$ cat src/rtl/ctrl_pkg.sv
// Shared encodings for the hardwired control sequencer: FSM states, opcodes,
// datapath select codes and the control word driven onto the datapath.
package ctrl_pkg;

    typedef enum logic [2:0] {
        INIT    = 3'd0,
        FETCH_H = 3'd1,
        FETCH_L = 3'd2,
        EXEC1   = 3'd3,
        EXEC2   = 3'd4,
        HALT    = 3'd5
    } state_t;

    localparam logic [3:0] OP_LDI = 4'h0;
    localparam logic [3:0] OP_LD  = 4'h1;
    localparam logic [3:0] OP_ST  = 4'h2;
    localparam logic [3:0] OP_MOV = 4'h3;
    localparam logic [3:0] OP_ADD = 4'h4;
    localparam logic [3:0] OP_SUB = 4'h5;
    localparam logic [3:0] OP_AND = 4'h6;
    localparam logic [3:0] OP_OR  = 4'h7;
    localparam logic [3:0] OP_XOR = 4'h8;
    localparam logic [3:0] OP_NOT = 4'h9;
    localparam logic [3:0] OP_INC = 4'hA;
    localparam logic [3:0] OP_DEC = 4'hB;
    localparam logic [3:0] OP_BRA = 4'hC;
    localparam logic [3:0] OP_BEQ = 4'hD;
    localparam logic [3:0] OP_BNE = 4'hE;
    localparam logic [3:0] OP_HLT = 4'hF;

    localparam logic [1:0] FUN_DEC   = 2'd0;
    localparam logic [1:0] FUN_INC   = 2'd1;
    localparam logic [1:0] FUN_LOAD  = 2'd2;
    localparam logic [1:0] FUN_CLEAR = 2'd3;

    localparam logic [3:0] ALU_PASS_A = 4'd0;
    localparam logic [3:0] ALU_PASS_B = 4'd1;
    localparam logic [3:0] ALU_NOT_A  = 4'd2;
    localparam logic [3:0] ALU_ADD    = 4'd4;
    localparam logic [3:0] ALU_SUB    = 4'd6;
    localparam logic [3:0] ALU_AND    = 4'd7;
    localparam logic [3:0] ALU_OR     = 4'd8;
    localparam logic [3:0] ALU_XOR    = 4'd9;

    localparam logic [1:0] MUXA_IMM  = 2'd0;
    localparam logic [1:0] MUXA_MEM  = 2'd1;
    localparam logic [1:0] MUXA_ARFC = 2'd2;
    localparam logic [1:0] MUXA_ALU  = 2'd3;

    localparam logic [1:0] MUXB_IMM = 2'd1;
    localparam logic [1:0] MUXB_MEM = 2'd2;
    localparam logic [1:0] MUXB_ALU = 2'd3;

    localparam logic MUXC_ARF = 1'b0;
    localparam logic MUXC_RF  = 1'b1;

    localparam logic [1:0] ARF_SEL_PC = 2'd0;
    localparam logic [1:0] ARF_SEL_AR = 2'd2;
    localparam logic [1:0] ARF_SEL_SP = 2'd3;

    // ARF enables are active-low: bit0 PC, bit1 AR, bit2 SP.
    localparam logic [2:0] ARF_EN_NONE = 3'b111;
    localparam logic [2:0] ARF_EN_ALL  = 3'b000;
    localparam logic [2:0] ARF_EN_PC   = 3'b110;
    localparam logic [2:0] ARF_EN_AR   = 3'b101;

    typedef struct packed {
        logic [1:0] rf_out_a_sel;
        logic [1:0] rf_out_b_sel;
        logic [1:0] rf_fun_sel;
        logic [3:0] rf_reg_sel;
        logic [3:0] alu_fun_sel;
        logic [1:0] arf_out_c_sel;
        logic [1:0] arf_out_d_sel;
        logic [1:0] arf_fun_sel;
        logic [2:0] arf_reg_sel;
        logic       ir_lh;
        logic       ir_enable;
        logic [1:0] ir_fun_sel;
        logic       mem_wr;
        logic       mem_cs;
        logic [1:0] mux_a_sel;
        logic [1:0] mux_b_sel;
        logic       mux_c_sel;
        logic       halted;
    } ctrl_word_t;

    localparam ctrl_word_t IDLE_WORD = '{
        rf_out_a_sel:  2'd0,
        rf_out_b_sel:  2'd0,
        rf_fun_sel:    2'd0,
        rf_reg_sel:    4'hF,
        alu_fun_sel:   4'd0,
        arf_out_c_sel: 2'd0,
        arf_out_d_sel: 2'd0,
        arf_fun_sel:   2'd0,
        arf_reg_sel:   3'h7,
        ir_lh:         1'b0,
        ir_enable:     1'b0,
        ir_fun_sel:    2'd0,
        mem_wr:        1'b0,
        mem_cs:        1'b1,
        mux_a_sel:     2'd0,
        mux_b_sel:     2'd0,
        mux_c_sel:     1'b0,
        halted:        1'b0
    };

    // One-cold RF enable for register index 0..3 (R1..R4).
    function automatic logic [3:0] rf_enable(input logic [1:0] idx);
        return ~(4'b0001 << idx);
    endfunction

    function automatic logic is_flag_op(input logic [3:0] op);
        return (op >= OP_ADD) && (op <= OP_NOT);
    endfunction

    function automatic logic [3:0] alu_code(input logic [3:0] op);
        case (op)
            OP_ADD:  return ALU_ADD;
            OP_SUB:  return ALU_SUB;
            OP_AND:  return ALU_AND;
            OP_OR:   return ALU_OR;
            OP_XOR:  return ALU_XOR;
            OP_NOT:  return ALU_NOT_A;
            default: return ALU_PASS_A;
        endcase
    endfunction

endpackage

$ cat src/rtl/ctrl_decode.sv
// Combinational control map: current state, instruction control byte and
// latched flags to the full datapath control word.
module ctrl_decode
    import ctrl_pkg::*;
(
    input  state_t     state,
    input  logic [7:0] ir_ctrl,
    input  logic [3:0] flags,
    output ctrl_word_t ctrl
);

    logic [3:0] op;
    logic [1:0] rd;
    logic [1:0] rs;

    assign op = ir_ctrl[7:4];
    assign rd = ir_ctrl[3:2];
    assign rs = ir_ctrl[1:0];

    always_comb begin
        ctrl = IDLE_WORD;
        unique case (state)
            INIT: begin
                ctrl.rf_fun_sel  = FUN_CLEAR;
                ctrl.rf_reg_sel  = 4'h0;
                ctrl.arf_fun_sel = FUN_CLEAR;
                ctrl.arf_reg_sel = ARF_EN_ALL;
                ctrl.ir_enable   = 1'b1;
                ctrl.ir_fun_sel  = FUN_CLEAR;
            end
            FETCH_H, FETCH_L: begin
                ctrl.arf_out_d_sel = ARF_SEL_PC;
                ctrl.mem_cs        = 1'b0;
                ctrl.ir_enable     = 1'b1;
                ctrl.ir_fun_sel    = FUN_LOAD;
                ctrl.ir_lh         = (state == FETCH_L);
                ctrl.arf_fun_sel   = FUN_INC;
                ctrl.arf_reg_sel   = ARF_EN_PC;
            end
            EXEC1: begin
                case (op)
                    OP_LDI: begin
                        ctrl.mux_a_sel  = MUXA_IMM;
                        ctrl.rf_fun_sel = FUN_LOAD;
                        ctrl.rf_reg_sel = rf_enable(rd);
                    end
                    OP_LD, OP_ST: begin
                        ctrl.mux_b_sel   = MUXB_IMM;
                        ctrl.arf_fun_sel = FUN_LOAD;
                        ctrl.arf_reg_sel = ARF_EN_AR;
                    end
                    OP_MOV: begin
                        ctrl.rf_out_b_sel = rs;
                        ctrl.alu_fun_sel  = ALU_PASS_B;
                        ctrl.mux_a_sel    = MUXA_ALU;
                        ctrl.rf_fun_sel   = FUN_LOAD;
                        ctrl.rf_reg_sel   = rf_enable(rd);
                    end
                    OP_ADD, OP_SUB, OP_AND, OP_OR, OP_XOR, OP_NOT: begin
                        ctrl.rf_out_a_sel = rd;
                        ctrl.rf_out_b_sel = rs;
                        ctrl.mux_c_sel    = MUXC_RF;
                        ctrl.alu_fun_sel  = alu_code(op);
                        ctrl.mux_a_sel    = MUXA_ALU;
                        ctrl.rf_fun_sel   = FUN_LOAD;
                        ctrl.rf_reg_sel   = rf_enable(rd);
                    end
                    OP_INC, OP_DEC: begin
                        ctrl.rf_fun_sel = (op == OP_INC) ? FUN_INC : FUN_DEC;
                        ctrl.rf_reg_sel = rf_enable(rd);
                    end
                    OP_BRA, OP_BEQ, OP_BNE: begin
                        // Conditional branches fall back to the idle word when not taken.
                        if ((op == OP_BRA) || ((op == OP_BEQ) && flags[0])
                            || ((op == OP_BNE) && !flags[0])) begin
                            ctrl.mux_b_sel   = MUXB_IMM;
                            ctrl.arf_fun_sel = FUN_LOAD;
                            ctrl.arf_reg_sel = ARF_EN_PC;
                        end
                    end
                    default: ;
                endcase
            end
            EXEC2: begin
                if (op == OP_LD) begin
                    ctrl.arf_out_d_sel = ARF_SEL_AR;
                    ctrl.mem_cs        = 1'b0;
                    ctrl.mux_a_sel     = MUXA_MEM;
                    ctrl.rf_fun_sel    = FUN_LOAD;
                    ctrl.rf_reg_sel    = rf_enable(rd);
                end else if (op == OP_ST) begin
                    ctrl.arf_out_d_sel = ARF_SEL_AR;
                    ctrl.rf_out_a_sel  = rd;
                    ctrl.mux_c_sel     = MUXC_RF;
                    ctrl.alu_fun_sel   = ALU_PASS_A;
                    ctrl.mem_cs        = 1'b0;
                    ctrl.mem_wr        = 1'b1;
                end
            end
            HALT: ctrl.halted = 1'b1;
            default: ;
        endcase
    end

endmodule

$ cat src/rtl/ctrl_sequencer.sv
// Hardwired control unit for the 8-bit datapath: holds the state and flag
// registers and drives every datapath control input through ctrl_decode.
module ctrl_sequencer
    import ctrl_pkg::*;
#(
    parameter int DATA_W = 8,
    parameter int IR_W   = 16
) (
    input  logic            CLK,
    input  logic            RST_N,
    input  logic [IR_W-1:0] IR_In,
    input  logic [3:0]      ALU_Flag,
    output logic [1:0]      RF_OutASel,
    output logic [1:0]      RF_OutBSel,
    output logic [1:0]      RF_FunSel,
    output logic [3:0]      RF_RegSel,
    output logic [3:0]      ALU_FunSel,
    output logic [1:0]      ARF_OutCSel,
    output logic [1:0]      ARF_OutDSel,
    output logic [1:0]      ARF_FunSel,
    output logic [2:0]      ARF_RegSel,
    output logic            IR_LH,
    output logic            IR_Enable,
    output logic [1:0]      IR_FunSel,
    output logic            Mem_WR,
    output logic            Mem_CS,
    output logic [1:0]      MuxASel,
    output logic [1:0]      MuxBSel,
    output logic            MuxCSel,
    output logic [3:0]      Flags,
    output logic [2:0]      State,
    output logic            Halted
);

    state_t     state_q, state_d;
    logic [3:0] flags_q, flags_d;
    logic [7:0] ir_ctrl;
    logic [3:0] opcode;
    ctrl_word_t ctrl;
    logic       unused_imm;

    assign ir_ctrl    = IR_In[IR_W-1:DATA_W];
    assign opcode     = ir_ctrl[7:4];
    assign unused_imm = ^IR_In[DATA_W-1:0];

    always_ff @(posedge CLK or negedge RST_N) begin
        if (!RST_N) begin
            state_q <= INIT;
            flags_q <= 4'h0;
        end else begin
            state_q <= state_d;
            flags_q <= flags_d;
        end
    end

    always_comb begin
        state_d = state_q;
        unique case (state_q)
            INIT:    state_d = FETCH_H;
            FETCH_H: state_d = FETCH_L;
            FETCH_L: state_d = EXEC1;
            EXEC1: begin
                if ((opcode == OP_LD) || (opcode == OP_ST)) state_d = EXEC2;
                else if (opcode == OP_HLT)                  state_d = HALT;
                else                                        state_d = FETCH_H;
            end
            EXEC2:   state_d = FETCH_H;
            HALT:    state_d = HALT;
            default: state_d = INIT;
        endcase
    end

    // Flags latch on the same edge as the Rd write, so a following branch sees them.
    always_comb begin
        flags_d = flags_q;
        if ((state_q == EXEC1) && is_flag_op(opcode)) flags_d = ALU_Flag;
    end

    ctrl_decode u_decode (
        .state   (state_q),
        .ir_ctrl (ir_ctrl),
        .flags   (flags_q),
        .ctrl    (ctrl)
    );

    assign RF_OutASel  = ctrl.rf_out_a_sel;
    assign RF_OutBSel  = ctrl.rf_out_b_sel;
    assign RF_FunSel   = ctrl.rf_fun_sel;
    assign RF_RegSel   = ctrl.rf_reg_sel;
    assign ALU_FunSel  = ctrl.alu_fun_sel;
    assign ARF_OutCSel = ctrl.arf_out_c_sel;
    assign ARF_OutDSel = ctrl.arf_out_d_sel;
    assign ARF_FunSel  = ctrl.arf_fun_sel;
    assign ARF_RegSel  = ctrl.arf_reg_sel;
    assign IR_LH       = ctrl.ir_lh;
    assign IR_Enable   = ctrl.ir_enable;
    assign IR_FunSel   = ctrl.ir_fun_sel;
    // Memory is deselected the instant reset falls, aborting any in-flight store.
    assign Mem_WR      = ctrl.mem_wr & RST_N;
    assign Mem_CS      = ctrl.mem_cs | ~RST_N;
    assign MuxASel     = ctrl.mux_a_sel;
    assign MuxBSel     = ctrl.mux_b_sel;
    assign MuxCSel     = ctrl.mux_c_sel;
    assign Flags       = flags_q;
    assign State       = state_q;
    assign Halted      = ctrl.halted;

endmodule

$ cat config.mk
export PLATFORM = sky130hd
export DESIGN_NAME = ctrl_sequencer
export DESIGN_NICKNAME = d
export VERILOG_FILES = /design/src/rtl/ctrl_pkg.sv /design/src/rtl/ctrl_decode.sv /design/src/rtl/ctrl_sequencer.sv
export SDC_FILE = /design/constraint.sdc
export NUM_CORES = 1
export LEC_CHECK = 0
export CAP_MARGIN = 20
export CORE_MARGIN = 1.5
export CORE_UTILIZATION = 38
export DETAILED_ROUTE_END_ITERATION = 8
export PLACE_DENSITY = 0.95
export SYNTH_ARGS = -nofsm -noshare
export SYNTH_HDL_FRONTEND = slang
export SYNTH_HIERARCHICAL = 1
export SYNTH_SLANG_ARGS = --single-unit
$ cat constraint.sdc
create_clock -name CLK -period 3.17 [get_ports CLK]
set_input_delay 0.4755 -clock CLK [delete_from_list [all_inputs] [get_ports CLK]]
set_output_delay 0.4755 -clock CLK [all_outputs]
set_load 0.05 [all_outputs]
# After elaboration in Yosys (flattened, before gate mapping)
# Index checks and enable logic that the tools add are counted.
# op_classes
order_cmp	2
n_eq_ne	20
n_shift	1
n_mux	40
n_bitwise	4
n_reduce_logical	18
# ops
operator	count
4-bit == test, second input constant	8
4-bit case mux with 6 select lines	1
2-bit two-way mux	11
6-bit case mux with 3 select lines	1
4-bit by 3-bit == test with 1-bit output, second input constant	4
3-bit case mux with 5 select lines	1
5-bit case mux with 3 select lines	1
2-bit case mux with 2 select lines	3
6-bit case mux with 2 select lines	1
1-bit two-way mux	11
5-bit case mux with 2 select lines	1
4-bit by 2-bit == test with 1-bit output, second input constant	2
4-bit case mux with 2 select lines	1
2-bit OR reduction	4
8-bit OR reduction	1
7-bit OR reduction	1
3-bit by 2-bit == test with 1-bit output, second input constant	2
3-bit == test, second input constant	2
3-bit two-way mux	2
6-bit two-way mux	1
3-bit case mux with 2 select lines	1
6-bit OR reduction	1
5-bit two-way mux	1
4-bit by 1-bit == test with 1-bit output, second input constant	1
16 further kinds	22
# totals
regBits	7
word_cells	87

# Depth between registers and ports, before layout
# Gate-level depths: netlist of run 1.
# logic_depth
ltp_word	7
mapped_depth	5
mapped_depth_nobuf	4

# By module
# Netlist of run 1, hierarchy kept.
# modules_own_cells
mod	n_inst	cells_per_inst	area_per_inst_um2	seq_area_each_um2
ctrl_decode	1	86	574.3	0.0
ctrl_sequencer	1	28	341.6	175.2

# Least setup slack after synthesis of run 1
# No wires, ideal clock.
# synth_timing
kind	register to output
from	register state_q[0], in the netlist State[0]
to	output ARF_FunSel[1]
arrival_time_ns	3.472
required_ns	2.694
setup_slack_ns	-0.778
path_stages_with_launch	5
n_path_buf	1
cell_sequence	dfrtp_1 -> clkbuf_1 -> nor3_1 -> inv_1 -> o21ai_0
# synth_via
elab_chain_cells	3
elab_cells_between_ends	6
classes_between	3 x eq/ne; 1 x mux; 2 x reduce/logical
# synth_lines
item	line	source
start: declaration	ctrl_sequencer.sv:35	state_t state_q, state_d;
start signal: assignment	ctrl_sequencer.sv:51	state_q <= state_d;
3-bit by 1-bit == test with 1-bit output or 3-bit by 2-bit == test with 1-bit output (tied branches)	ctrl_decode.sv:22	unique case (state)
2-bit OR reduction	ctrl_decode.sv:22	
5-bit case mux with 3 select lines *	ctrl_decode.sv:22	
end: declaration	ctrl_sequencer.sv:20	output logic [1:0] ARF_FunSel,
# Mark *: on every way between the ends. The rest lies on a longest branch, timed or not.

# Worst setup path in the final report of run 1
# layout_timing
from	register state_q[1], in the netlist State[1]
to	output RF_RegSel[1]
# layout_via
elab_chain_cells	2
elab_cells_between_ends	4
classes_between	2 x eq/ne; 1 x mux; 1 x reduce/logical
# layout_lines
item	line	source
3-bit == test, or another cell as far along	ctrl_decode.sv:22	
6-bit case mux with 3 select lines *	ctrl_decode.sv:22	
end: declaration	ctrl_sequencer.sv:16	output logic [3:0] RF_RegSel,
# Marks and branches as above.

==> results of run 1 <==
[metal layers]
layer  up-vias  part of all wire  GRT usage
met5         -                 0          0
met4         0            0.0067     0.0570
met3         2             0.086     0.0431
met2        56              0.53      0.403
met1       512              0.37      0.236
li1        510                 -          -
[flip-flops by register name, indices dropped and copies added (netlist names)]
name,count
Flags,4
State,3
[power breakdown]
| part | internal, mW | total (mW) | switching (mW) |
|---|---|---|---|
| clock | 0.0478 | 0.0778 | 0.0300 |
| sequential | 0.131 | 0.212 | 0.0817 |
| combinational | 0.552 | 1.49 | 0.939 |
| total | 0.731 | 1.78 | 1.05 |
[worst max-delay path: stages (launching register included)]
cell	delay, ns
dfrtp_1	0.72
nand3b_1	0.38
a211oi_1	0.54
a32oi_1	0.22
buf_4	0.23
[cell usage after synthesis (all sizes together) (5+ instances only)]
master / instances
buf: 9
dfrtp: 7
o31ai: 6
nor2: 5
nand2: 7
a21oi: 7
nor2b: 6
a32oi: 5
inv: 6
[kinds of logic (layout without fill, tap and decap cells)]
group                     after synthesis  after routing  synth area share
other                                   1              4           0.00409
and+or+nand+nor                        45             45             0.296
AOI/OAI and AO/OA                      32             32             0.283
buffers and inverters                  19             67             0.117
muxes                                   5              5            0.0601
xor gates and xnor gates                5              5            0.0478
DFF                                     7              7             0.191
[cell type report]
| cell class | count | area [µm²] |
|---|---|---|
| Clock buffer | 4 | 26.3 |
| Fill cell | 169 | 636 |
| Inverter | 6 | 22.5 |
| Multi-Input combinational cell | 91 | 656 |
| Sequential cell | 7 | 175 |
| Tap cell | 28 | 35.0 |
| Timing Repair Buffer | 57 | 683 |
[through the flow]
| stage | area, µm² | hold WS [ns] | instances | util |
|---|---|---|---|---|
| 5_1_grt | 1600 | 0.531 | 193 | 0.715 |
| 3_5_place_dp | 1570 | 0.502 | 189 | 0.704 |
| 3_3_place_gp | 1570 | 0.489 | 189 | 0.704 |
| 2_1_floorplan | 938 | 0.180 | 117 | - |
| 4_1_cts | 1600 | 0.507 | 193 | 0.715 |
| 6_report | 1600 | 0.503 | 193 | 0.715 |
[path summary, 6_finish.rpt]
check | from | to | slack, ns
min in group CLK | Flags[2] | Flags[2] | 0.51
worst min-delay path | RST_N | Flags[2] | 0.50
worst min register to register | Flags[2] | Flags[2] | 0.51
worst max-delay path | State[1] | RF_RegSel[1] | 0.36
max in group asynchronous | RST_N | State[0] | 2.40
worst max register to register | State[1] | Flags[3] | 1.66
==> out/qor.csv, run 1 <==
metric,value,unit
Cell Rows,17,
dominant cell type by area after synthesis,dfrtp_1,
post-CTS sizing,0,
setup repair bufs after CTS,0,
Max clock buf depth,2,
P per Cell Area,1120,mW/mm²
Max Cap Viol,0,
RSZ-0062 raised after global routing,false,
Final Power,1.78,mW
Relative slew margins,0.594,
TNS Setup,0,ns
crit path launch type,register,
fin crit period,2.81,ns
Final Hold Fails,0,
fraction of layout cells with a size suffix above 1,0.279,
Worst R2R Path Depth,2,
Setup-failing EPs final,0,
Layout Skew,0.00334,ns
DR vias/cell,5.60,
die height,52.1,µm
Synth cell types,45,
Die ar.,0.00271,mm²
"commonest non-fill, non-tap cell in the layout",clkdlybuf4s50_1,
Starting Density,0.410,
DP HPWL,2.33,mm
register area share after synthesis,0.191,
vias in the first global route,1010,
first-pass GRT wire length,4.46,mm
CP Capture Type,output pin,
Max H-tree Level,1,
initial drt markers,16,
Post-synth ARST share,1.00,
final worst setup slack,0.359,ns
clock sink count,7,
CTS Buf Count,3,
Leakage,0.674,nW
Post-layout nets,188,
clock slew at the register clock pins of the worst setup and hold paths,0.05,ns
DRC viols,0,
VDD IR max,0.000886,V
TritonCTS clock tree,yes,
initial antenna violation count,0,
run status,completed,
Synth area leaders,"dfrtp_1 19%, buf_4 5.7%, mux2_2 4.9%",
Slew Limit Fails,0,
Area Growth Syn to Fin,74.5,%
fin crit share,0.887,
"Hold-fix buffers, CTS",0,
DP Worst Slack,0.465,ns
diode count,0,
synthesis warning total,6,
DR WL/cell,14.6,µm
Post-synth EDFFs,0,
CP Class,register to output pin,
DRT Wirelength,2.82,mm
crit path max fanout,17,
CTS root buf,clkbuf_4,
worst-skew pair later-pin latency,0.25,ns
Horiz. Die Dim,52.1,µm
worst slew pin tran,0.608,ns
CP Data Required Time,2.69,ns
top cell type's share of synthesized area,0.191,
drt first pass iters,4,
total core area,0.00223,mm²
average cell area after synthesis,8.03,µm²
GRT overflow,0,
Synth Cell Area,916,µm²
most frequent cells in the layout,"27 x clkdlybuf4s50_1, 15 x buf_12, 15 x buf_4",
post-route ant nets,0,
Worst Path Arrival,2.34,ns
PortBufs,51,
"Primary FF master, synth",dfrtp_1,
worst min-delay path class,primary input to async pin,
# IOs,64,
fmax,356,MHz
gr usage total,0.213,
largest net degree at the start of global routing,18,
via count,1080,
routability cong.,0.834,
post-synthesis sequential element count,7,
Syn Inst Count,114,
(Power assumes the default switching activity.)
==> run 2, diff against run 1 <==
--- a/config.mk
+++ b/config.mk
@@ -10,6 +10,7 @@
 export CORE_UTILIZATION = 38
 export DETAILED_ROUTE_END_ITERATION = 8
 export PLACE_DENSITY = 0.95
+export SLEW_MARGIN = 40
 export SYNTH_ARGS = -nofsm -noshare
 export SYNTH_HDL_FRONTEND = slang
 export SYNTH_HIERARCHICAL = 1
==> results of run 2 <==
Same layout as run 1: the final DEF is identical, and so are final timing and power.
